--- config.mk ---
export PLATFORM = sky130hd
export DESIGN_NAME = capture_engine_v2_flat
export DESIGN_NICKNAME = d
export VERILOG_FILES = /design/src/rtl/capture_engine_v2_if.sv /design/src/rtl/capture_engine_v2.sv /design/src/flat_wrapper.sv
export SDC_FILE = /design/constraint.sdc
export NUM_CORES = 1
export LEC_CHECK = 0
export CORE_ASPECT_RATIO = 0.7
export CORE_MARGIN = 5
export CORE_UTILIZATION = 50
export CTS_BUF_LIST = sky130_fd_sc_hd__clkbuf_16
export DETAILED_ROUTE_END_ITERATION = 10
export PLACE_DENSITY = 0.68
export REMOVE_ABC_BUFFERS = 1
export SYNTH_ARGS = -nofsm -noshare
export SYNTH_HDL_FRONTEND = slang
export SYNTH_SLANG_ARGS = --single-unit
--- constraint.sdc ---
create_clock -name clk -period 4.04 [get_ports clk]
set_input_delay 1.212 -clock clk [delete_from_list [all_inputs] [get_ports clk]]
set_output_delay 1.212 -clock clk [all_outputs]
set_load 0.02 [all_outputs]
--- src/rtl/capture_engine_v2_if.sv ---
// SDRAM write port of the capture engine: request/ready handshake carrying address and sample data.
interface capture_engine_v2_if #(
    parameter int PROBE_W = 8,
    parameter int ADDR_W  = 13
) ();
    logic               sdram_wr_req;
    logic [ADDR_W-1:0]  sdram_wr_addr;
    logic [PROBE_W-1:0] sdram_wr_data;
    logic               sdram_wr_ready;

    modport master (
        output sdram_wr_req,
        output sdram_wr_addr,
        output sdram_wr_data,
        input  sdram_wr_ready
    );

    modport slave (
        input  sdram_wr_req,
        input  sdram_wr_addr,
        input  sdram_wr_data,
        output sdram_wr_ready
    );
endinterface

--- src/rtl/capture_engine_v2.sv ---
// Logic-analyser capture engine: pre-trigger ring buffer, edge/level trigger, streaming of pre+post samples to SDRAM.
// Optional build macro CAPTURE_PATTERN_TRIG_EN turns trig_mode 11 into a masked pattern match (adds trig_pattern/trig_mask).
module capture_engine_v2 #(
    parameter int PROBE_W   = 8,
    parameter int ADDR_W    = 13,
    parameter int PRE_DEPTH = 32,
    parameter int CNT_W     = 12
) (
    input  logic                         clk,
    input  logic                         rst_n,
    input  logic                         arm,
    input  logic                         soft_reset,
    input  logic [PROBE_W-1:0]           probe_input,
    input  logic                         sample_strobe,
    input  logic [$clog2(PROBE_W)-1:0]   trig_ch,
    input  logic [1:0]                   trig_mode,
    input  logic [$clog2(PRE_DEPTH)-1:0] pre_count,
    input  logic [CNT_W-1:0]             total_count,
`ifdef CAPTURE_PATTERN_TRIG_EN
    input  logic [PROBE_W-1:0]           trig_pattern,
    input  logic [PROBE_W-1:0]           trig_mask,
`endif
    output logic                         armed,
    output logic                         triggered,
    output logic                         captured,
    output logic                         overflow,
    output logic [CNT_W-1:0]             sample_count,
    output logic                         pause_refresh,
    capture_engine_v2_if.master          wr
);
    localparam int CH_W = $clog2(PROBE_W);
    localparam int PW   = $clog2(PRE_DEPTH);

    typedef enum logic [1:0] {
        ST_IDLE  = 2'd0,
        ST_ARMED = 2'd1,
        ST_TRIG  = 2'd2,
        ST_DONE  = 2'd3
    } state_t;

    state_t             state_r;
    logic [CH_W-1:0]    trig_ch_r;
    logic [1:0]         trig_mode_r;
    logic [PW-1:0]      pre_eff_r;
    logic [CNT_W-1:0]   tot_eff_r;
    logic [CNT_W-1:0]   post_tot_r;
    logic [CNT_W-1:0]   pushed_post_r;
    logic [CNT_W-1:0]   drop_cnt_r;
    logic [CNT_W-1:0]   sample_count_r;
    logic [PW-1:0]      wr_ptr_r;
    logic [PW-1:0]      rd_ptr_r;
    logic [PW:0]        occ_r;
    logic               prev_bit_r;
    logic               prev_valid_r;
    logic               armed_r;
    logic               triggered_r;
    logic               captured_r;
    logic               overflow_r;
    logic               pause_r;
    logic               req_r;
    logic               from_ring_r;
    logic [ADDR_W-1:0]  addr_r;
    logic [PROBE_W-1:0] data_r;
    logic [PROBE_W-1:0] ring_r [PRE_DEPTH];
`ifdef CAPTURE_PATTERN_TRIG_EN
    logic [PROBE_W-1:0] trig_pattern_r;
    logic [PROBE_W-1:0] trig_mask_r;
`endif

    logic               cur_bit_s;
    logic               cond_s;
    logic               trig_hit_s;
    logic               ring_full_s;
    logic               post_room_s;
    logic               push_s;
    logic               drop_s;
    logic               accept_s;
    logic               pop_s;
    logic               ring_we_s;
    logic [CNT_W-1:0]   tot_arm_s;
    logic [PW-1:0]      pre_arm_s;
    logic [CNT_W-1:0]   post_arm_s;
    logic [CNT_W-1:0]   sc_next_s;

    assign armed          = armed_r;
    assign triggered      = triggered_r;
    assign captured       = captured_r;
    assign overflow       = overflow_r;
    assign sample_count   = sample_count_r;
    assign pause_refresh  = pause_r;
    assign wr.sdram_wr_req  = req_r;
    assign wr.sdram_wr_addr = addr_r;
    assign wr.sdram_wr_data = data_r;

    // Trigger qualification, ring push/drop/pop decisions and arm-time effective counts.
    always_comb begin
        cur_bit_s = probe_input[trig_ch_r];
        cond_s    = 1'b0;
        case (trig_mode_r)
            2'b00:   cond_s = prev_valid_r && !prev_bit_r && cur_bit_s;
            2'b01:   cond_s = prev_valid_r && prev_bit_r && !cur_bit_s;
            2'b10:   cond_s = prev_valid_r && (prev_bit_r != cur_bit_s);
`ifdef CAPTURE_PATTERN_TRIG_EN
            2'b11:   cond_s = ((probe_input & trig_mask_r) == (trig_pattern_r & trig_mask_r));
`else
            2'b11:   cond_s = cur_bit_s;
`endif
            default: cond_s = 1'b0;
        endcase
        // Only fire once the requested pre-trigger history is in the ring.
        trig_hit_s  = (state_r == ST_ARMED) && sample_strobe &&
                      (occ_r == {1'b0, pre_eff_r}) && cond_s;
        ring_full_s = (occ_r == (PW+1)'(PRE_DEPTH));
        post_room_s = (pushed_post_r < post_tot_r);
        push_s      = (state_r == ST_TRIG) && sample_strobe && post_room_s && !ring_full_s;
        drop_s      = (state_r == ST_TRIG) && sample_strobe && post_room_s && ring_full_s;
        accept_s    = (state_r == ST_TRIG) && req_r && wr.sdram_wr_ready;
        pop_s       = accept_s && from_ring_r;
        ring_we_s   = ((state_r == ST_ARMED) && sample_strobe) || push_s;
        sc_next_s   = sample_count_r + CNT_W'(1);

        if (total_count == {CNT_W{1'b0}}) begin
            tot_arm_s = CNT_W'(1);
        end else begin
            tot_arm_s = total_count;
        end
        if (CNT_W'(pre_count) > (tot_arm_s - CNT_W'(1))) begin
            pre_arm_s = PW'(tot_arm_s - CNT_W'(1));
        end else begin
            pre_arm_s = pre_count;
        end
        post_arm_s = tot_arm_s - CNT_W'(pre_arm_s);
    end

    // Ring storage; contents need no reset because pointers and occupancy gate every read.
    always_ff @(posedge clk) begin
        if (ring_we_s) begin
            ring_r[wr_ptr_r] <= probe_input;
        end
    end

    // Capture FSM with ring bookkeeping, write-port sequencing and registered status outputs.
    always_ff @(posedge clk or negedge rst_n) begin
        if (!rst_n) begin
            state_r        <= ST_IDLE;
            trig_ch_r      <= {CH_W{1'b0}};
            trig_mode_r    <= 2'b00;
            pre_eff_r      <= {PW{1'b0}};
            tot_eff_r      <= {CNT_W{1'b0}};
            post_tot_r     <= {CNT_W{1'b0}};
            pushed_post_r  <= {CNT_W{1'b0}};
            drop_cnt_r     <= {CNT_W{1'b0}};
            sample_count_r <= {CNT_W{1'b0}};
            wr_ptr_r       <= {PW{1'b0}};
            rd_ptr_r       <= {PW{1'b0}};
            occ_r          <= {(PW+1){1'b0}};
            prev_bit_r     <= 1'b0;
            prev_valid_r   <= 1'b0;
            armed_r        <= 1'b0;
            triggered_r    <= 1'b0;
            captured_r     <= 1'b0;
            overflow_r     <= 1'b0;
            pause_r        <= 1'b0;
            req_r          <= 1'b0;
            from_ring_r    <= 1'b0;
            addr_r         <= {ADDR_W{1'b0}};
            data_r         <= {PROBE_W{1'b0}};
`ifdef CAPTURE_PATTERN_TRIG_EN
            trig_pattern_r <= {PROBE_W{1'b0}};
            trig_mask_r    <= {PROBE_W{1'b0}};
`endif
        end else if (soft_reset) begin
            state_r        <= ST_IDLE;
            pushed_post_r  <= {CNT_W{1'b0}};
            drop_cnt_r     <= {CNT_W{1'b0}};
            sample_count_r <= {CNT_W{1'b0}};
            wr_ptr_r       <= {PW{1'b0}};
            rd_ptr_r       <= {PW{1'b0}};
            occ_r          <= {(PW+1){1'b0}};
            prev_valid_r   <= 1'b0;
            armed_r        <= 1'b0;
            triggered_r    <= 1'b0;
            captured_r     <= 1'b0;
            overflow_r     <= 1'b0;
            pause_r        <= 1'b0;
            req_r          <= 1'b0;
            from_ring_r    <= 1'b0;
        end else begin
            case (state_r)
                ST_IDLE, ST_DONE: begin
                    if (arm) begin
                        state_r        <= ST_ARMED;
                        trig_ch_r      <= trig_ch;
                        trig_mode_r    <= trig_mode;
                        pre_eff_r      <= pre_arm_s;
                        tot_eff_r      <= tot_arm_s;
                        post_tot_r     <= post_arm_s;
                        pushed_post_r  <= {CNT_W{1'b0}};
                        drop_cnt_r     <= {CNT_W{1'b0}};
                        sample_count_r <= {CNT_W{1'b0}};
                        wr_ptr_r       <= {PW{1'b0}};
                        rd_ptr_r       <= {PW{1'b0}};
                        occ_r          <= {(PW+1){1'b0}};
                        prev_valid_r   <= 1'b0;
                        armed_r        <= 1'b1;
                        captured_r     <= 1'b0;
                        overflow_r     <= 1'b0;
                        pause_r        <= 1'b1;
                        req_r          <= 1'b0;
`ifdef CAPTURE_PATTERN_TRIG_EN
                        trig_pattern_r <= trig_pattern;
                        trig_mask_r    <= trig_mask;
`endif
                    end
                end
                ST_ARMED: begin
                    if (sample_strobe) begin
                        wr_ptr_r     <= wr_ptr_r + PW'(1);
                        prev_bit_r   <= cur_bit_s;
                        prev_valid_r <= 1'b1;
                        if (trig_hit_s) begin
                            occ_r         <= occ_r + (PW+1)'(1);
                            pushed_post_r <= CNT_W'(1);
                            state_r       <= ST_TRIG;
                            armed_r       <= 1'b0;
                            triggered_r   <= 1'b1;
                        end else if (occ_r == {1'b0, pre_eff_r}) begin
                            // History already full: the oldest entry slides out.
                            rd_ptr_r <= rd_ptr_r + PW'(1);
                        end else begin
                            occ_r <= occ_r + (PW+1)'(1);
                        end
                    end
                end
                ST_TRIG: begin
                    if (push_s) begin
                        wr_ptr_r <= wr_ptr_r + PW'(1);
                    end
                    if (pop_s) begin
                        rd_ptr_r <= rd_ptr_r + PW'(1);
                    end
                    occ_r <= occ_r + {{PW{1'b0}}, push_s} - {{PW{1'b0}}, pop_s};
                    if (push_s || drop_s) begin
                        pushed_post_r <= pushed_post_r + CNT_W'(1);
                    end
                    if (drop_s) begin
                        overflow_r <= 1'b1;
                    end
                    // Dropped samples still own an address; they are written later as zero fillers.
                    drop_cnt_r <= drop_cnt_r + {{(CNT_W-1){1'b0}}, drop_s}
                                  - {{(CNT_W-1){1'b0}}, (accept_s && !from_ring_r)};
                    if (accept_s) begin
                        req_r          <= 1'b0;
                        sample_count_r <= sc_next_s;
                        if (sc_next_s == tot_eff_r) begin
                            state_r     <= ST_DONE;
                            triggered_r <= 1'b0;
                            pause_r     <= 1'b0;
                            captured_r  <= 1'b1;
                        end
                    end else if (!req_r) begin
                        if (occ_r != {(PW+1){1'b0}}) begin
                            req_r       <= 1'b1;
                            addr_r      <= ADDR_W'(sample_count_r);
                            data_r      <= ring_r[rd_ptr_r];
                            from_ring_r <= 1'b1;
                        end else if (drop_cnt_r != {CNT_W{1'b0}}) begin
                            req_r       <= 1'b1;
                            addr_r      <= ADDR_W'(sample_count_r);
                            data_r      <= {PROBE_W{1'b0}};
                            from_ring_r <= 1'b0;
                        end
                    end
                end
                default: begin
                    state_r <= ST_IDLE;
                end
            endcase
        end
    end
endmodule

--- src/flat_wrapper.sv ---
// flat-port wrapper written by rule: the top's interface ports become plain ports
module capture_engine_v2_flat 
#(
    parameter int PROBE_W   = 8,
    parameter int ADDR_W    = 13,
    parameter int PRE_DEPTH = 32,
    parameter int CNT_W     = 12
)
  (clk, rst_n, arm, soft_reset, probe_input, sample_strobe, trig_ch, trig_mode, pre_count, total_count, armed, triggered, captured, overflow, sample_count, pause_refresh, wr_sdram_wr_req, wr_sdram_wr_addr, wr_sdram_wr_data, wr_sdram_wr_ready);
  capture_engine_v2_if #(.PROBE_W(PROBE_W), .ADDR_W(ADDR_W)) wr_i ();
  input  logic clk;
  input  logic rst_n;
  input  logic arm;
  input  logic soft_reset;
  input  logic [PROBE_W-1:0] probe_input;
  input  logic sample_strobe;
  input  logic [$clog2(PROBE_W)-1:0] trig_ch;
  input  logic [1:0] trig_mode;
  input  logic [$clog2(PRE_DEPTH)-1:0] pre_count;
  input  logic [CNT_W-1:0] total_count;
  output logic armed;
  output logic triggered;
  output logic captured;
  output logic overflow;
  output logic [CNT_W-1:0] sample_count;
  output logic pause_refresh;
  output wire logic [$bits(wr_i.sdram_wr_req)-1:0] wr_sdram_wr_req;
  output wire logic [$bits(wr_i.sdram_wr_addr)-1:0] wr_sdram_wr_addr;
  output wire logic [$bits(wr_i.sdram_wr_data)-1:0] wr_sdram_wr_data;
  input wire logic [$bits(wr_i.sdram_wr_ready)-1:0] wr_sdram_wr_ready;
  assign wr_sdram_wr_req = wr_i.sdram_wr_req;
  assign wr_sdram_wr_addr = wr_i.sdram_wr_addr;
  assign wr_sdram_wr_data = wr_i.sdram_wr_data;
  assign wr_i.sdram_wr_ready = wr_sdram_wr_ready;
  capture_engine_v2 #(.PROBE_W(PROBE_W), .ADDR_W(ADDR_W), .PRE_DEPTH(PRE_DEPTH), .CNT_W(CNT_W)) u_core (.clk(clk), .rst_n(rst_n), .arm(arm), .soft_reset(soft_reset), .probe_input(probe_input), .sample_strobe(sample_strobe), .trig_ch(trig_ch), .trig_mode(trig_mode), .pre_count(pre_count), .total_count(total_count), .armed(armed), .triggered(triggered), .captured(captured), .overflow(overflow), .sample_count(sample_count), .pause_refresh(pause_refresh), .wr(wr_i));
endmodule
==> reports/qor.yml <==
critical_path:
  critPathCaptureType: "register"
  r2r-end: "u_core.drop_cnt_r[10]"
  crit_fanout: 7
  reg2reg_from: "u_core.pushed_post_r[9]"
  critPathKind: "primary input to register"
  r2r_cells: 17
  start_kind: "primary input"
  cp.arrival_ns: 5.17
  r2r_slack_ns: 0.48
  cp.required_ns: 4.49
floorplan:
  die_w_microns: 233
  pin_count: 75
  fp.dieH_microns: 166
  start_util_pct: 50.3
  dieArea_sq_um: 38600
  fp-row-count: 57
  coreArea_sq_um: 34500
run_status:
  status: "finished, violations left"
  violations: "negative setup slack"
route:
  vias_per_cell: 5.77
  drcViolationCount: 0
  wl_microns: 43100
  ant_nets: 0
  vias: 11200
  wl_met3_microns: 3770
  drt_iter0_markers: 1333
  highest_layer: "met4"
  wl_met1_microns: 20100
  wl_met2_microns: 18400
  routedWlPerCell_microns: 22.2
  dr.pass1.iters: 5
power_and_ir_drop:
  peakVddDrop_v: 0.000285
  finalPower_w: 0.0105
  power_density_nw_per_um2: 504
  leakage_nw: 7.81
yosys:
  synth_seq_area_share_pct: 61.1
  avgSynthCellArea_sq_um: 13.9
  ys_ff_latch: 373
  synth_flop_cell: "edfxtp_1"
  synth_edf_count: 256
  synth_top_area_share_pct: 44.2
  synth_area_sq_um: 17400
  ys_warn_count: 0
  synthArstFlopShare_pct: 31.4
  synthTopCellsByArea: "edfxtp_1, dfrtp_1, mux4_2, ha_1, nand2_1"
  synth_cell_types: 81
  yosysTopAreaCell: "edfxtp_1"
  syn-instance-count: 1249
cts:
  clk_pin_slew_ns: 0.06
  clk_latency_ns: 0.54
  root_buffer: "clkbuf_16"
  ctsLongestPathBuffers: 3
  cts-buffers-inserted: 36
  hold_buffers: 0
  htreeDepth: 2
  clkSinkCount: 373
  cts_tree: "yes"
timing:
  setup_viol: 9
  worst_pin_slew_ns: 1.06
  hold_viol: 0
  max_freq_mhz: 212
  maxSlewViolCount: 0
  finalWorstSetupSlack_ns: -0.677
  fin_tns_setup_ns: -4.28
  max_slew_margin_pct: 29.4
  finClkSkew_ns: 0.0228
  finalCriticalPeriod_ns: 4.72
  fin_crit_sh_pct: 117
  rsz0062_at_grt: "true"
worst_hold_path:
  min_to: "u_core.wr.sdram_wr_data[1]"
  holdPathStages: 2
  hold_path_class: "register to register"
  worstHoldStart: "u_core.wr.sdram_wr_data[1]"
final_layout:
  finalNetCount: 1542
  antenna_cells: 0
  drive_gt1_share_pct: 23.8
  fillers: 2711
  multi_input_area_sq_um: 6440
  regArea_sq_um: 10600
  syn2layout_area_growth_pct: 20.1
global_route:
  antenna_found_initial: 0
  grt_pass1_vias: 11000
  grt_max_degree: 78
  grt_usage_pct: 22.4
  grt_overflow: 0
  grt_pass1_wl_microns: 66600
flow_run:
  max_cap_viol_count: 0
placement:
  port_buffers: 73
  gp_congestion: 0.887
  pre_cts_slack_ns: -1.76
  dp_hpwl_microns: 29500
==> worst max-delay path: stages <==
cell and delay [ns]:
buf_8 0.10, or2_4 0.26, nor2_4 0.11, a41oi_4 0.13
buf_4 0.18, nand2_1 0.09, xor2_2 0.10, ha_1 0.34
nand3_2 0.09, o21bai_1 0.16, a31o_4 0.24, nor2_4 0.21
buf_6 0.14, nand2_4 0.04, o21ai_2 0.06, ha_2 0.21
fa_2 0.21, nor2b_2 0.04, o21ai_1 0.12, nand2b_1 0.09
maj3_2 0.34, or4_1 0.53, a31oi_1 0.17
==> registers in the layout, indices dropped and copies added, names as in the netlist, 8 cells and up <==
signal and flops:
u_core.drop_cnt_r 12, u_core.post_tot_r 12, u_core.pushed_post_r 12, u_core.ring_r 256
u_core.sample_count 12, u_core.tot_eff_r 12, u_core.wr.sdram_wr_addr 12, u_core.wr.sdram_wr_data 8
==> per-stage QoR <==
step	utilization (%)	area (sq um)	hold slack (ns)	instances
final	60.5	20900	0.476	1942
after global routing	60.5	20900	0.520	1942
after CTS	60.2	20800	0.483	1940
after detailed placement	56.1	19400	0.469	1859
after global placement	56.1	19400	0.460	1859
after floorplan	-	17100	0.450	1193
==> synthesized netlist by cell type (all sizes together) (12+ instances only) <==
library cell / n
dfrtp: 117
a21oi: 28
nand2: 130
o31ai: 19
nand2b: 12
nand3: 29
o22ai: 13
xor2: 15
mux4: 82
edfxtp: 256
buf: 13
inv: 57
xnor2: 27
clkbuf: 43
mux2i: 15
nor2: 89
ha: 61
o21ai: 84
mux2: 14
nor3: 18
==> layer usage <==
metal	vias up	global-route usage, %
met5	-	0
met4	0	4.90
met3	60	5.42
li1	5064	-
met2	410	31.0
met1	5677	36.2
==> power by group <==
part           internal [W]  leakage, nW  switching [W]
Clock               0.00200        0.600        0.00147
Combinational       0.00109         3.35        0.00131
Sequential          0.00437         3.87       0.000272
Total               0.00746         7.81        0.00305
==> cell type report <==
class,count,share of cell area (%)
clock buffers,37,4.44
multi-input cells,763,30.9
inverters,57,1.04
clock inverters,29,1.33
flip-flops and latches,373,50.9
repair buffers,211,8.60
well taps,472,2.83
==> timing repair <==
item	in CTS	in global routing
endpoints found under the hold margin	0	0
pin swaps	30	29
gates resized for setup	71	33
buffers inserted	18	12
setup endpoints to repair	11	11
==> cells by family after synthesis <==
kind of cell / after synthesis / synth area share (%)
adders and majority gates: 65 / 4.80
xor gates and xnor gates: 43 / 2.25
and+or+nand+nor: 341 / 9.15
buffers and inverters: 113 / 2.95
other: 1 / 0.0216
muxes: 111 / 12.5
DFF: 373 / 61.1
AOI/OAI and AO/OA: 202 / 7.27
==> worst max-delay path by stage <==
stage                               from  cells past startpoint               endpoint  slack (ns)
after floorplan           total_count[6]                     23  u_core.post_tot_r[11]       -1.25
after global placement    total_count[6]                     24  u_core.post_tot_r[11]       -1.65
after detailed placement  total_count[6]                     24  u_core.post_tot_r[11]       -1.76
after CTS                 total_count[5]                     24  u_core.post_tot_r[11]       -0.63
after global routing      total_count[6]                     23   u_core.post_tot_r[8]       -0.80
final                     total_count[6]                     23   u_core.post_tot_r[8]       -0.68
==> layout by cell type, fill, tap and decap left out, types with 6 or more instances in the layout <==
cell type,n
mux2_2,14
buf_4,130
nand3b_1,6
edfxtp_1,256
a21oi_1,27
inv_1,57
o21ai_1,9
nand4_1,6
xnor2_1,25
dfrtp_1,115
xor2_1,13
buf_6,6
o21ai_0,73
mux4_2,80
nand2b_1,12
o22ai_1,13
a31oi_1,7
nand2_1,128
o31ai_1,17
or2_2,6
and3_1,9
or3_1,6
a21o_1,9
clkdlybuf4s50_1,60
mux2i_1,13
nand3_1,24
ha_1,58
clkinv_1,9
clkbuf_16,37
nor2b_1,7
nor2_1,85
clkbuf_2,6
nor3_1,16
Power figures use the tool's default switching activity.
